File: config.mk
export PLATFORM = sky130hd
export DESIGN_NAME = vga_timing_gen
export DESIGN_NICKNAME = d
export VERILOG_FILES = /design/src/rtl/vga_timing_pkg.sv /design/src/rtl/vga_timing_gen_sync_2ff.sv /design/src/rtl/vga_timing_gen.sv
export SDC_FILE = /design/constraint.sdc
export NUM_CORES = 1
export LEC_CHECK = 0
export ABC_AREA = 0
export CORE_MARGIN = 5
export CORE_UTILIZATION = 30
export DETAILED_ROUTE_END_ITERATION = 7
export PLACE_DENSITY = 0.48
export RECOVER_POWER = 50
export SLEW_MARGIN = 40
export SYNTH_ARGS = -nofsm -noshare
export SYNTH_HDL_FRONTEND = slang
export SYNTH_SLANG_ARGS = --single-unit
File: constraint.sdc
create_clock -name clk -period 9.23 [get_ports clk]
set_clock_uncertainty 0.1 [all_clocks]
set_input_delay 1.846 -clock clk [delete_from_list [all_inputs] [get_ports clk]]
set_output_delay 1.846 -clock clk [all_outputs]
set_load 0.02 [all_outputs]
File: src/rtl/vga_timing_pkg.sv
// ---------------------------------------------------------------------------
// vga_timing_pkg
//
// Shared constants for the 640x480 @ 60 Hz raster and the mode bus.
// The same package is imported by vga_timing_gen and graphics_engine, so
// the mode-bit indices defined here are the single source of truth for
// what each bit of video_modes means.
//
// Contents:
//   - default horizontal / vertical timing and derived totals
//   - default sync window bounds (first and last counter value asserted)
//   - mode bus width and per-bit index constants
//   - small helpers for window decode and sync polarity
// ---------------------------------------------------------------------------
package vga_timing_pkg;

    // Horizontal timing, in pixel clocks
    localparam int H_ACTIVE_DEF = 640;
    localparam int H_FP_DEF     = 16;
    localparam int H_SYNC_DEF   = 96;
    localparam int H_BP_DEF     = 48;
    localparam int H_TOTAL_DEF  = H_ACTIVE_DEF + H_FP_DEF + H_SYNC_DEF + H_BP_DEF;

    // Vertical timing, in lines
    localparam int V_ACTIVE_DEF = 480;
    localparam int V_FP_DEF     = 10;
    localparam int V_SYNC_DEF   = 2;
    localparam int V_BP_DEF     = 33;
    localparam int V_TOTAL_DEF  = V_ACTIVE_DEF + V_FP_DEF + V_SYNC_DEF + V_BP_DEF;

    // Sync windows: inclusive first/last counter values where sync is asserted
    localparam int H_SYNC_FIRST_DEF = H_ACTIVE_DEF + H_FP_DEF;
    localparam int H_SYNC_LAST_DEF  = H_ACTIVE_DEF + H_FP_DEF + H_SYNC_DEF - 1;
    localparam int V_SYNC_FIRST_DEF = V_ACTIVE_DEF + V_FP_DEF;
    localparam int V_SYNC_LAST_DEF  = V_ACTIVE_DEF + V_FP_DEF + V_SYNC_DEF - 1;

    // Sync polarity: 0 means the pulse is driven low
    localparam bit SYNC_POL_DEF = 1'b0;

    // Mode bus
    localparam int MODE_W_DEF = 7;

    typedef enum logic [2:0] {
        MODE_NEGATIVE  = 3'd0,
        MODE_MIRROR    = 3'd1,
        MODE_DOUBLE    = 3'd2,
        MODE_PALETTE   = 3'd3,
        MODE_SPRITES   = 3'd4,
        MODE_SCROLL    = 3'd5,
        MODE_ANIMATION = 3'd6
    } mode_bit_e;

    // Inclusive window decode on a 10-bit counter
    function automatic logic in_window(input logic [9:0] ctr,
                                       input logic [9:0] first,
                                       input logic [9:0] last);
        return (ctr >= first) && (ctr <= last);
    endfunction

    // Map "pulse asserted" onto the physical pin level
    function automatic logic sync_level(input logic asserted, input logic pol);
        return asserted ? pol : ~pol;
    endfunction

endpackage

File: src/rtl/vga_timing_gen_sync_2ff.sv
// ---------------------------------------------------------------------------
// sync_2ff
//
// Parameterised-width two-flop synchroniser for quasi-static asynchronous
// inputs (switches). Each bit is synchronised independently; a multi-bit
// change may therefore resolve over two adjacent cycles, which downstream
// logic hides by sampling only at the frame boundary.
//
// Ports:
//   clk    in  1      destination clock
//   rst_n  in  1      asynchronous active-low reset, clears both stages
//   d      in  WIDTH  asynchronous input
//   q      out WIDTH  synchronised output (two clocks of latency)
// ---------------------------------------------------------------------------
module sync_2ff #(
    parameter int WIDTH = 1
) (
    input  logic             clk,
    input  logic             rst_n,
    input  logic [WIDTH-1:0] d,
    output logic [WIDTH-1:0] q
);

    logic [WIDTH-1:0] meta_p0;

    always_ff @(posedge clk or negedge rst_n) begin
        if (!rst_n) begin
            meta_p0 <= '0;
            q       <= '0;
        end else begin
            // stage 0: may go metastable; stage 1: settled copy
            meta_p0 <= d;
            q       <= meta_p0;
        end
    end

endmodule

File: src/rtl/vga_timing_gen.sv
// ---------------------------------------------------------------------------
// vga_timing_gen
//
// Raster timing source for the display pipeline. Produces pixel
// coordinates, active-video flag, sync pulses and a frame-start strobe,
// and re-times the external mode switches so that the mode bus only
// changes at the start of vertical blank.
//
// Ports:
//   clk           in  1       pixel clock (single domain)
//   rst_n         in  1       asynchronous active-low reset
//   mode_pins     in  MODE_W  asynchronous mode switches
//   x             out 10      horizontal position 0..H_TOTAL-1
//   y             out 9       low 9 bits of the line counter
//   frame_active  out 1       visible pixel
//   h_sync        out 1       horizontal sync at SYNC_POL
//   v_sync        out 1       vertical sync at SYNC_POL
//   frame_start   out 1       one-cycle strobe with (x, line) = (0, 0)
//   video_modes   out MODE_W  mode bus, updated only at start of v-blank
// ---------------------------------------------------------------------------
module vga_timing_gen
    import vga_timing_pkg::*;
#(
    parameter int H_ACTIVE = H_ACTIVE_DEF,
    parameter int H_FP     = H_FP_DEF,
    parameter int H_SYNC   = H_SYNC_DEF,
    parameter int H_BP     = H_BP_DEF,
    parameter int V_ACTIVE = V_ACTIVE_DEF,
    parameter int V_FP     = V_FP_DEF,
    parameter int V_SYNC   = V_SYNC_DEF,
    parameter int V_BP     = V_BP_DEF,
    parameter bit SYNC_POL = SYNC_POL_DEF,
    parameter int MODE_W   = MODE_W_DEF
) (
    input  logic              clk,
    input  logic              rst_n,
    input  logic [MODE_W-1:0] mode_pins,
    output logic [9:0]        x,
    output logic [8:0]        y,
    output logic              frame_active,
    output logic              h_sync,
    output logic              v_sync,
    output logic              frame_start,
    output logic [MODE_W-1:0] video_modes
);

    localparam int H_TOTAL = H_ACTIVE + H_FP + H_SYNC + H_BP;
    localparam int V_TOTAL = V_ACTIVE + V_FP + V_SYNC + V_BP;

    // All counter comparisons are done at 10 bits
    localparam logic [9:0] H_LAST       = 10'(H_TOTAL - 1);
    localparam logic [9:0] V_LAST       = 10'(V_TOTAL - 1);
    localparam logic [9:0] H_ACT_END    = 10'(H_ACTIVE);
    localparam logic [9:0] V_ACT_END    = 10'(V_ACTIVE);
    localparam logic [9:0] H_SYNC_FIRST = 10'(H_ACTIVE + H_FP);
    localparam logic [9:0] H_SYNC_LAST  = 10'(H_ACTIVE + H_FP + H_SYNC - 1);
    localparam logic [9:0] V_SYNC_FIRST = 10'(V_ACTIVE + V_FP);
    localparam logic [9:0] V_SYNC_LAST  = 10'(V_ACTIVE + V_FP + V_SYNC - 1);

    logic [9:0]        h_ctr;
    logic [9:0]        v_ctr;
    logic [9:0]        h_nxt;
    logic [9:0]        v_nxt;
    logic              h_wrap;
    logic              v_wrap;
    logic              modes_latch;
    logic [MODE_W-1:0] mode_sync;

    sync_2ff #(
        .WIDTH (MODE_W)
    ) u_mode_sync (
        .clk   (clk),
        .rst_n (rst_n),
        .d     (mode_pins),
        .q     (mode_sync)
    );

    // Next-state raster position. Every output flop is loaded from these
    // values, so all outputs describe the same pixel in the same cycle.
    always_comb begin
        h_wrap = (h_ctr == H_LAST);
        v_wrap = (v_ctr == V_LAST);
        h_nxt  = h_wrap ? 10'd0 : h_ctr + 10'd1;
        v_nxt  = v_ctr;
        if (h_wrap) begin
            v_nxt = v_wrap ? 10'd0 : v_ctr + 10'd1;
        end
        // First pixel of the first blank line: the mode bus changes only here
        modes_latch = (h_nxt == 10'd0) && (v_nxt == V_ACT_END);
    end

    // Reset parks the raster on the last blank pixel so that the first edge
    // after release presents (0,0) with frame_start, exactly like a wrap.
    always_ff @(posedge clk or negedge rst_n) begin
        if (!rst_n) begin
            h_ctr        <= H_LAST;
            v_ctr        <= V_LAST;
            x            <= H_LAST;
            y            <= V_LAST[8:0];
            frame_active <= 1'b0;
            frame_start  <= 1'b0;
            h_sync       <= ~SYNC_POL;
            v_sync       <= ~SYNC_POL;
            video_modes  <= '0;
        end else begin
            h_ctr        <= h_nxt;
            v_ctr        <= v_nxt;
            x            <= h_nxt;
            y            <= v_nxt[8:0];
            frame_active <= (h_nxt < H_ACT_END) && (v_nxt < V_ACT_END);
            frame_start  <= (h_nxt == 10'd0) && (v_nxt == 10'd0);
            h_sync       <= sync_level(in_window(h_nxt, H_SYNC_FIRST, H_SYNC_LAST), SYNC_POL);
            v_sync       <= sync_level(in_window(v_nxt, V_SYNC_FIRST, V_SYNC_LAST), SYNC_POL);
            if (modes_latch) begin
                video_modes <= mode_sync;
            end
        end
    end

endmodule

==> key figures, run 1 <==
Setup path
  – Element type at the critical path start: register
  – Data required time of the worst path: 9.30 ns
  – Crit path max fanout: 9
  – Crit Path Class: reg2reg
  – CP endpoint kind: register
  – Critical path data arrival time: 3.83 ns

Global routing
  – Number of antenna violations at the first check in global routing: 0
  – Number of global-route vias before repair: 1375
  – Global route total overflow: 0
  – Global-route wire length before repair: 7.044 mm
  – Aggregate global-route resource usage: 0.1015
  – Maximum number of pins on one net before global-route repair: 46

Timing
  – Worst hold-check slack: 0.2531 ns
  – Worst slew margin: -0.5596
  – Post-Route Setup TNS: 0 ns
  – Maximum operating frequency: 265.8 MHz
  – Slew at the pin closest to its max-slew limit: 2.339 ns
  – Final-report setup violation count: 0
  – RSZ-0062 raised after global routing: false
  – Hold violation total from the final report: 0
  – Final worst-path cycle share: 0.4077
  – Fin. max-slew vios: 46
  – Minimum clock period after layout: 3.763 ns

Die
  – Core area: 6832 sq um
  – Total Die Area: 8804 sq um
  – Width of the die: 93.83 um
  – Die Y-Extent: 93.83 um
  – I/O pin cnt: 39
  – Initial core utilization: 0.3086
  – Number of rows created at floorplan: 30

Drt
  – Starting DRT DRC Count: 67
  – Routed Antenna Nets: 0
  – Sum of routed wire length over all layers: 4.300 mm
  – Count of unresolved DRC violations after routing: 0
  – First-pass iteration count of the detailed router: 4
  – Number of vias per cell after detailed routing: 4.513
  – Via Count: 1417
  – Wire per inst: 13.69 um

Layout
  – Share of layout cells above drive strength 1: 0.1376
  – Most frequent standard cell in the layout excluding fill and tap cells: sky130_fd_sc_hd__clkdlybuf4s50_1
  – Antenna diode instance count: 0
  – Net count reported at finish: 230
  – Fill count: 693
  – Highest-count cells in the layout ignoring fill and taps: sky130_fd_sc_hd__clkdlybuf4s50_1 (35), sky130_fd_sc_hd__dfrtp_1 (33), sky130_fd_sc_hd__nand2_1 (19), sky130_fd_sc_hd__dfstp_2 (11)
  – Syn-to-layout area delta: 22.67%

Flow run
  – Number of max-cap violations: 1

Synthesis
  – Post-synthesis sequential area ratio: 0.5412
  – Number of flops mapped to enable cells by yosys: 0
  – Number of different library cells in the post-synthesis netlist: 41
  – Post-Syn Nets: 203
  – Post-synth ARST share: 1.000
  – Number of warnings issued by yosys: 0
  – Post-synthesis register bit count: 45
  – Top cells by area, synth: sky130_fd_sc_hd__dfrtp_1 (39%), sky130_fd_sc_hd__dfstp_2 (15%), sky130_fd_sc_hd__mux2_4 (5.0%)
  – Fraction of synthesized cell area taken by the top area cell type: 0.3917
  – Netlist area before placement: 2108 sq um
  – Leading area contributor after synthesis: sky130_fd_sc_hd__dfrtp_1
  – Mean instance size in the synthesized netlist: 11.10 sq um
  – Most used DFF post-synth: sky130_fd_sc_hd__dfrtp_1
  – Cell count after synthesis: 190

Run status
  – Result of the run: finished with violations
  – Failing checks: capacitance limit, slew limit

Power
  – Leakage power of the design: 1.080 nW
  – Peak ir drop on the vdd network: 0.00004378 V
  – Power density cells: 138.1 nW/um^2

Clock network
  – Maximum root-to-sink buffer count: 2
  – Number of hold buffers added after CTS: 0
  – Count of instances resized after the clock tree is built: 0
  – Clock Latency Late Sink: 0.29 ns
  – Number of clock buffers inserted by TritonCTS: 5
  – Clock tree from TritonCTS: yes
  – Number of levels in the clock H-tree: 2
  – Clk slew on worst S/H paths: 0.09 ns
  – Root Driver: sky130_fd_sc_hd__clkbuf_8
  – Clock tree sinks: 45
  – Total setup buffers inserted after CTS: 0

Placed design
  – Number of input and output port buffers inserted: 38
  – Weighted congestion at the end of routability-driven global placement: 0.8338
  – DP HPWL: 3.083 mm

Worst hold path
  – Worst min-delay path class: reg2reg
## cells in the mapped netlist, drive strengths merged (6+ instances only)
cell type,instances
dfstp,12
nand3,10
nor3,9
buf,15
nor2,8
xnor2,7
mux2,7
inv,9
o21ai,7
nand2,19
a21oi,6
dfrtp,33
## final timing paths
path                                             start                to  slack [ns]  depth (start not counted)
worst max register to register                h_ctr[0]    video_modes[4]        5.47                          8
min in group asynchronous                        rst_n          v_ctr[1]        2.15                          1
worst min-delay path            u_mode_sync.meta_p0[6]  u_mode_sync.q[6]        0.25                          0
worst min register to register  u_mode_sync.meta_p0[6]  u_mode_sync.q[6]        0.25                          0
max in group asynchronous                        rst_n      frame_active        5.54                          1
worst max-delay path                          h_ctr[0]    video_modes[4]        5.47                          8
## worst max-delay path, stage by stage, from the launching register on
cell and delay [ns]:
sky130_fd_sc_hd__dfstp_1 0.60, sky130_fd_sc_hd__ha_1 0.27, sky130_fd_sc_hd__and4_1 0.38, sky130_fd_sc_hd__nand3_2 0.25, sky130_fd_sc_hd__a311oi_2 0.37, sky130_fd_sc_hd__nand4_1 0.12
sky130_fd_sc_hd__or4_1 0.53, sky130_fd_sc_hd__or4_1 0.65, sky130_fd_sc_hd__mux2_4 0.37
## flip-flops by register name (all words and copies together), names as in the netlist
| register | cells |
|---|---|
| u_mode_sync.q | 7 |
| v_ctr | 10 |
| frame_start | 1 |
| h_ctr | 10 |
| v_sync | 1 |
| video_modes | 7 |
| frame_active | 1 |
| u_mode_sync.meta_p0 | 7 |
| h_sync | 1 |
## stage by stage
stage / util / std cells / instance area, sq um / setup slack, ns / power [mW]
2_1_floorplan: - / 190 / 2108 / 5.899 / 0.2047
3_3_place_gp: 0.3621 / 306 / 2474 / 5.699 / 0.2120
3_5_place_dp: 0.3625 / 306 / 2476 / 5.586 / 0.2123
4_1_cts: 0.3793 / 314 / 2591 / 5.568 / 0.3635
5_1_grt: 0.3786 / 314 / 2586 / 4.931 / 0.3709
6_report: 0.3786 / 314 / 2586 / 5.467 / 0.3571
## power breakdown
group	total (mW)	switching (mW)	leakage (nW)	internal, mW
combinational	0.00652	0.00401	0.483	0.00252
clock	0.150	0.0685	0.0543	0.0811
sequential	0.201	0.000758	0.542	0.200
total	0.357	0.0732	1.08	0.284
## cell families (layout without fill, tap and decap cells)
kind of cell | count (synthesis) | in the layout | synth area share
mux | 7 | 7 | 0.04985
fa+ha+maj | 4 | 4 | 0.02374
buf+inv | 27 | 55 | 0.07774
compound gates | 26 | 26 | 0.08368
xor+xnor | 12 | 12 | 0.04985
flops | 45 | 45 | 0.5412
simple gates | 69 | 69 | 0.1739
## layer usage
| layer | global-route usage | share of wire | routed length [um] | vias up |
|---|---|---|---|---|
| li1 | - | - | - | 709 |
| met1 | 0.1327 | 0.47 | 2010 | 683 |
| met2 | 0.1591 | 0.47 | 2033 | 23 |
| met3 | 0.03285 | 0.049 | 212 | 2 |
| met4 | 0.03129 | 0.010 | 45 | 0 |
| met5 | 0 | 0 | 0 | - |
## area by class of cell
cell class	instances	area, sq um	area share
clock buffer	5	68.82	0.02661
clock inverter	3	46.29	0.01790
inverter	9	33.78	0.01306
multi-input combinational	118	802.0	0.3101
sequential	45	1141	0.4412
tap	96	120.1	0.04644
timing repair buffer	38	374.1	0.1447
Note: power is estimated with default switching activity, not from simulation.
==> run 2: changes to the inputs <==
==> constraint.sdc (replaced) <==
create_clock -name clk -period 3.5 [get_ports clk]
set_clock_uncertainty 0.1 [all_clocks]
set_input_delay 0.7 -clock clk [delete_from_list [all_inputs] [get_ports clk]]
set_output_delay 0.7 -clock clk [all_outputs]
set_load 0.02 [all_outputs]
==> run 2 against run 1 <==
  * The flow still finishes with violations (capacitance limit, slew limit)
  * Critical path depth increased by 1
  * Largest power group unchanged
  * Routed wire length is 3.7% higher
  * Fmax increased by 14%
  * Highest routed layer unchanged
==> key figures, run 2 (synthesized netlist as in run 1, its figures left out) <==
Timing
  – Post-Route Setup TNS: 0 ns (unchanged)
  – Post-route worst setup slack: 0.2017 ns (was 5.467 ns)
  – Maximum operating frequency: 303.2 MHz (was 265.8 MHz)
  – Final-report setup violation count: 0 (unchanged)
  – Final worst-path cycle share: 0.9424 (was 0.4077)
  – Minimum clock period after layout: 3.298 ns (was 3.763 ns)
  – Slew at the pin closest to its max-slew limit: 2.347 ns (was 2.339 ns)
  – Hold violation total from the final report: 0 (unchanged)
  – Fin. max-slew vios: 46 (unchanged)
  – Worst slew margin: -0.5644 (was -0.5596)

Run status
  – Result of the run: finished with violations (unchanged)
  – Failing checks: capacitance limit, slew limit (unchanged)

Drt
  – Via Count: 1448 (was 1417)
  – Sum of routed wire length over all layers: 4.458 mm (was 4.300 mm)
  – First-pass iteration count of the detailed router: 4 (unchanged)
  – Number of vias per cell after detailed routing: 4.511 (was 4.513)
  – Starting DRT DRC Count: 86 (was 67)
  – Wire per inst: 13.89 um (was 13.69 um)
  – Routed Antenna Nets: 0 (unchanged)
  – Count of unresolved DRC violations after routing: 0 (unchanged)

Placed design
  – DP HPWL: 3.175 mm (was 3.083 mm)
  – Number of input and output port buffers inserted: 38 (unchanged)
  – Worst-case setup slack after placement: 0.01782 ns (was 5.586 ns)
  – Total placed cells including tap cells: 313 (was 306)
  – Weighted congestion at the end of routability-driven global placement: 0.7983 (was 0.8338)

Clock network
  – Clock Latency Late Sink: 0.30 ns (was 0.29 ns)
  – Number of levels in the clock H-tree: 2 (unchanged)
  – Maximum root-to-sink buffer count: 2 (unchanged)
  – Root Driver: sky130_fd_sc_hd__clkbuf_8 (unchanged)
  – Clock tree sinks: 45 (unchanged)
  – Clock tree from TritonCTS: yes (unchanged)
  – Number of clock buffers inserted by TritonCTS: 5 (unchanged)
  – Clk slew on worst S/H paths: 0.09 ns (about the same)

Setup path
  – CP endpoint kind: register (unchanged)
  – Worst reg2reg path depth: 9 (was 8)
  – Cell with the biggest individual delay on the critical path: sky130_fd_sc_hd__or4_4 (was sky130_fd_sc_hd__or4_1)
  – Crit path top cell by count: sky130_fd_sc_hd__nand4_1 (was sky130_fd_sc_hd__or4_1)
  – FF-to-FF End: video_modes[1] (was video_modes[4])
  – Cells along the critical path: inv_1, ha_1, nor4bb_1, nand4_1, a31oi_2, nand4_1, or4_1, or4_4, mux2_4 (was ha_1, and4_1, nand3_2, a311oi_2, nand4_1, or4_1, or4_1, mux2_4)
  – Startpoint of the lowest-slack register-to-register path: v_ctr[1] (was h_ctr[0])
  – Element type at the critical path start: register (unchanged)
  – Worst path max stage delay: 0.54 ns (was 0.65 ns)
  – Beginning of the critical path: v_ctr[1] (was h_ctr[0])
  – Data required time of the worst path: 3.58 ns (was 9.30 ns)
  – Register-to-register setup slack: 0.20 ns (was 5.47 ns)
  – Crit path max fanout: 7 (was 9)
  – Crit Path Class: reg2reg (unchanged)
  – Critical path data arrival time: 3.38 ns (was 3.83 ns)

Global routing
  – Global-route wire length before repair: 7.445 mm (was 7.044 mm)
  – Global route total overflow: 0 (unchanged)
  – Number of antenna violations at the first check in global routing: 0 (unchanged)
  – Maximum number of pins on one net before global-route repair: 46 (unchanged)
  – Aggregate global-route resource usage: 0.1071 (was 0.1015)
  – Number of global-route vias before repair: 1480 (was 1375)

Power
  – Net switching power: 192.1 uW (was 73.24 uW)
  – Power density cells: 361.0 nW/um^2 (was 138.1 nW/um^2)
  – Proportion of power drawn by combinational gates: 0.017 (was 0.018)
  – Total power after layout: 958.4 uW (was 357.1 uW)
  – Switching Fraction: 0.2005 (was 0.2051)
  – Internal power: 766.2 uW (was 283.9 uW)
  – Register share of total power: 0.553 (was 0.563)
  – Leakage power of the design: 1.122 nW (was 1.080 nW)
  – Clock power share: 0.430 (was 0.419)
  – Peak ir drop on the vdd network: 0.0001267 V (was 0.00004378 V)

Layout
  – Net count reported at finish: 237 (was 230)
  – End-of-flow core utilization: 0.3886 (was 0.3786)
  – Syn-to-layout area delta: 25.93% (was 22.67%)
  – Highest-count cells in the layout ignoring fill and taps: sky130_fd_sc_hd__dfrtp_1 (33), sky130_fd_sc_hd__clkdlybuf4s50_1 (31), sky130_fd_sc_hd__nand2_1 (19), sky130_fd_sc_hd__dfstp_2 (12) (was sky130_fd_sc_hd__clkdlybuf4s50_1 (35), sky130_fd_sc_hd__dfrtp_1 (33), sky130_fd_sc_hd__nand2_1 (19), sky130_fd_sc_hd__dfstp_2 (11))
  – Share of layout cells above drive strength 1: 0.1822 (was 0.1376)
  – Most frequent standard cell in the layout excluding fill and tap cells: sky130_fd_sc_hd__dfrtp_1 (was sky130_fd_sc_hd__clkdlybuf4s50_1)
  – Finished Layout Cells: 321 (was 314)
  – Largest registers: h_ctr x10, v_ctr x10 (unchanged)
  – Antenna diode instance count: 0 (unchanged)
  – Fill count: 699 (was 693)

Die
  – Initial core utilization: 0.3086 (unchanged)
  – Number of rows created at floorplan: 30 (unchanged)
  – Core area: 6832 sq um (unchanged)
  – Total Die Area: 8804 sq um (unchanged)
  – I/O pin cnt: 39 (unchanged)
  – Die Y-Extent: 93.83 um (unchanged)
  – Width of the die: 93.83 um (unchanged)

Worst hold path
  – Startpoint of the lowest-slack hold path: u_mode_sync.meta_p0[6] (unchanged)
  – Worst min-delay path class: reg2reg (unchanged)
  – Number of stages on the worst hold path: 0 (unchanged)
  – Hold EP: u_mode_sync.q[6] (unchanged)

Flow run
  – Number of max-cap violations: 1 (unchanged)
## run 2: routing by layer
metal,vias to the layer above,global-route usage,wire [um]
met2,31,0.1679,2078
met1,688,0.1405,2099
met5,-,0,0
met3,5,0.03446,220
li1,724,-,-
met4,0,0.03249,59
## run 2: worst max-delay path by stage
stage | endpoint | slack, ns | depth (start not counted)
final | video_modes[1] | 0.20 | 9
after global routing | video_modes[2] | -0.02 | 9
after CTS | video_modes[1] | 0.16 | 9
after detailed placement | video_modes[3] | 0.02 | 9
after global placement | video_modes[1] | 0.09 | 9
after floorplan | video_modes[0] | 0.17 | 10
## run 2: layout make-up
| class | instances | area (sq um) | share of cell area |
|---|---|---|---|
| sequential | 45 | 1141 | 0.4298 |
| multi-input combinational | 118 | 813.3 | 0.3063 |
| tap | 96 | 120.1 | 0.04524 |
| clock inverter | 2 | 37.54 | 0.01414 |
| timing repair buffer | 45 | 426.7 | 0.1607 |
| clock buffer | 6 | 82.58 | 0.03110 |
| inverter | 9 | 33.78 | 0.01272 |
## run 2: power by group through the flow
stage / registers, mW / logic (mW) / clock network, mW
after global placement: 0.540 / 0.0192 / 0
final: 0.530 / 0.0162 / 0.412
after CTS: 0.530 / 0.0199 / 0.431
after global routing: 0.531 / 0.0193 / 0.446
after floorplan: 0.540 / 0.000187 / 0
after detailed placement: 0.540 / 0.0200 / 0
## run 2: critical path: cells and delay by family, from the launching register on
| family | cells | cell delay (ns) |
|---|---|---|
| buffers and inverters | 1 | 0.10 |
| muxes | 1 | 0.33 |
| DFF | 1 | 0.44 |
| AOI/OAI and AO/OA | 1 | 0.34 |
| adders and majority gates | 1 | 0.14 |
| and+or+nand+nor | 5 | 1.74 |
## run 2: per-stage QoR
step | instance area [sq um] | hold WS (ns)
floorplan | 2108 | 0.2312
global placement | 2526 | 0.2333
detailed placement | 2529 | 0.2358
CTS | 2653 | 0.2554
global route | 2655 | 0.2621
finish | 2655 | 0.2531
## run 2: timing repair
item	4_1_cts	5_1_grt
hold buffers	0	0
cloned	0	0
setup buffers	0	0
gates resized for setup	1	1
setup endpoints to repair	2	7
==> RTL edit: new RTL, settings of run 2 <==
Change the package constant `MODE_W_DEF` from 7 to 6.
--- a/src/rtl/vga_timing_pkg.sv
+++ b/src/rtl/vga_timing_pkg.sv
@@ -38,7 +38,7 @@
     localparam bit SYNC_POL_DEF = 1'b0;
 
     // Mode bus
-    localparam int MODE_W_DEF = 7;
+    localparam int MODE_W_DEF = 6;
 
     typedef enum logic [2:0] {
         MODE_NEGATIVE  = 3'd0,
Interface: changed (resized mode_pins and video_modes); port bits go from 39 to 37. No check against the original RTL was run, so the function may have changed too.
==> RTL edit against run 2 <==
  * The run still ends with max-capacitance violations, max-slew violations left
  * Cell area rose by 0.38%
  * Sequential cell count decreased by 3
  * Synthesized cell count increased by 2.1%
  * Fmax grew 1.2%
  * Routed wire length grew 6.8%
  * Combinational power down 10%
  * Synthesized area up 0.30%
  * Worst setup slack improved by 0.039 ns
  * Total power down 7.1%
  * Die area is 0.27% higher
  * Count of clock-buffer cells in the layout did not move
  * Critical path type unchanged
==> RTL edit: results (changes against run 2) <==
[grt]
global_route.usage.met3_pct = 2.80  ; -0.64 points
grt_pass1_vias = 1604  ; +8.4%
gr-usage-met2_pct = 18.4  ; +1.6 points
track_usage_pct = 11.7  ; +0.96 points
grt_use_met1_pct = 15.8  ; +1.7 points
grt_max_degree = 43  ; -6.5%

[synth]
synthAdderAreaFrac_pct = 2.37  ; -0.0070 points
syn_nets = 206  ; +1.5%
synth_compound_area_share_pct = 9.94  ; +1.6 points
synth_cell_types = 48  ; +17%
netlist_top_cells_area = dfrtp_1 36%, dfstp_2 15%, nand3_1 3.3%, buf_4 3.2%, mux2_2 3.2%
synth_common_cells = 30 x dfrtp_1, 14 x nand3_1, 14 x nor2_1
seq_area_frac_synth_pct = 50.4  ; -3.7 points
synth-xor-area-share_pct = 4.56  ; -0.43 points

[critical_path]
reg2reg_depth = 8  ; -1
max_stage_delay_ns = 0.59  ; +0.05 ns
rrSetupSlack_ns = 0.24  ; +0.04 ns
rr_endpoint = video_modes[2]
crit_slowest_cell = dfstp_2
critPathArrivalTime_ns = 3.33  ; -0.05 ns

[detailed_routing]
routedWlPerCell_um = 14.5  ; +4.2%
routed_wl_mm = 4.76  ; +6.8%
vias_per_cell = 4.71  ; +4.4%
drtIter0Drc = 66  ; -23%

[clock_tree]
clk_latency_ns = 0.29
cts_resized = 0  ; -1
cts_setup_buffers = 0  ; unchanged

[worst_hold_path]
min_to = u_mode_sync.q[1]
hp-start = u_mode_sync.meta_p0[1]

[timing]
slew_violations = 43  ; -6.5%
whs_ns = 0.251  ; -0.00211 ns
tightest_slew_ns = 2.23  ; -0.119 ns

[flow_run]
cap_violations = 1  ; unchanged

[pwr]
power_leakage_nw = 1.08  ; -3.3%
vdd_drop_max_uv = 205  ; +62%
switching_share_pct = 20.3  ; +0.25 points

[placement]
gp_congestion = 0.763  ; -4.5%
io_buffers = 36  ; -5.3%
dp_hpwl_mm = 3.54  ; +12%

[run_status]
status = finished with violations
violations = max-capacitance violations, max-slew violations

[layout]
nets = 244  ; +3.0%
drive_above_1_share_pct = 18.9  ; +0.66 points
n_fill_cell = 677  ; -3.1%

## RTL edit: area by class of cell
type                            count  share of cell area (%)
Inverter                           12                    1.69
Timing Repair Buffer               46                    16.1
Sequential cell                    42                    40.0
Multi-Input combinational cell    125                    33.6
Clock inverter                      2                    1.41
Tap cell                           96                    4.51
Clock buffer                        6                    2.72
## RTL edit: metrics by stage
step	worst slack (ns)	total power, mW	cell area (sq um)	util [%]	std cells
global placement	0.342	0.520	2550	37.3	321
detailed placement	0.281	0.521	2550	37.4	321
global route	0.0416	0.928	2670	39.0	329
floorplan	0.272	0.503	2110	-	194
finish	0.241	0.891	2670	39.0	329
CTS	0.261	0.913	2660	39.0	329
## RTL edit: kinds of logic after synthesis
family	count (synthesis)
muxes	7
adders and majority gates	4
xor gates and xnor gates	11
buffers and inverters	27
DFF	42
AOI/OAI and AO/OA	31
and+or+nand+nor	72
## RTL edit: power groups by stage
stage / clock (mW) / sequential, mW / combinational (mW)
after global placement: 0 / 0.503 / 0.0172
after global routing: 0.415 / 0.495 / 0.0174
after CTS: 0.401 / 0.494 / 0.0178
final: 0.382 / 0.494 / 0.0145
after floorplan: 0 / 0.503 / 0.0000536
after detailed placement: 0 / 0.503 / 0.0178
## RTL edit: how the worst max path moves through the flow
stage / slack [ns] / from / end
final: 0.24 / h_ctr[0] / video_modes[2]
after global routing: 0.04 / h_ctr[0] / video_modes[3]
after CTS: 0.26 / h_ctr[0] / video_modes[2]
after detailed placement: 0.28 / h_ctr[0] / video_modes[2]
after global placement: 0.34 / h_ctr[0] / video_modes[2]
after floorplan: 0.27 / h_ctr[0] / video_modes[0]
## RTL edit: routing by layer
layer  wire, um  vias to the layer above
met5          0                        -
met4         43                        0
met3        167                        5
met2       2270                       22
met1       2280                      754
li1           -                      768
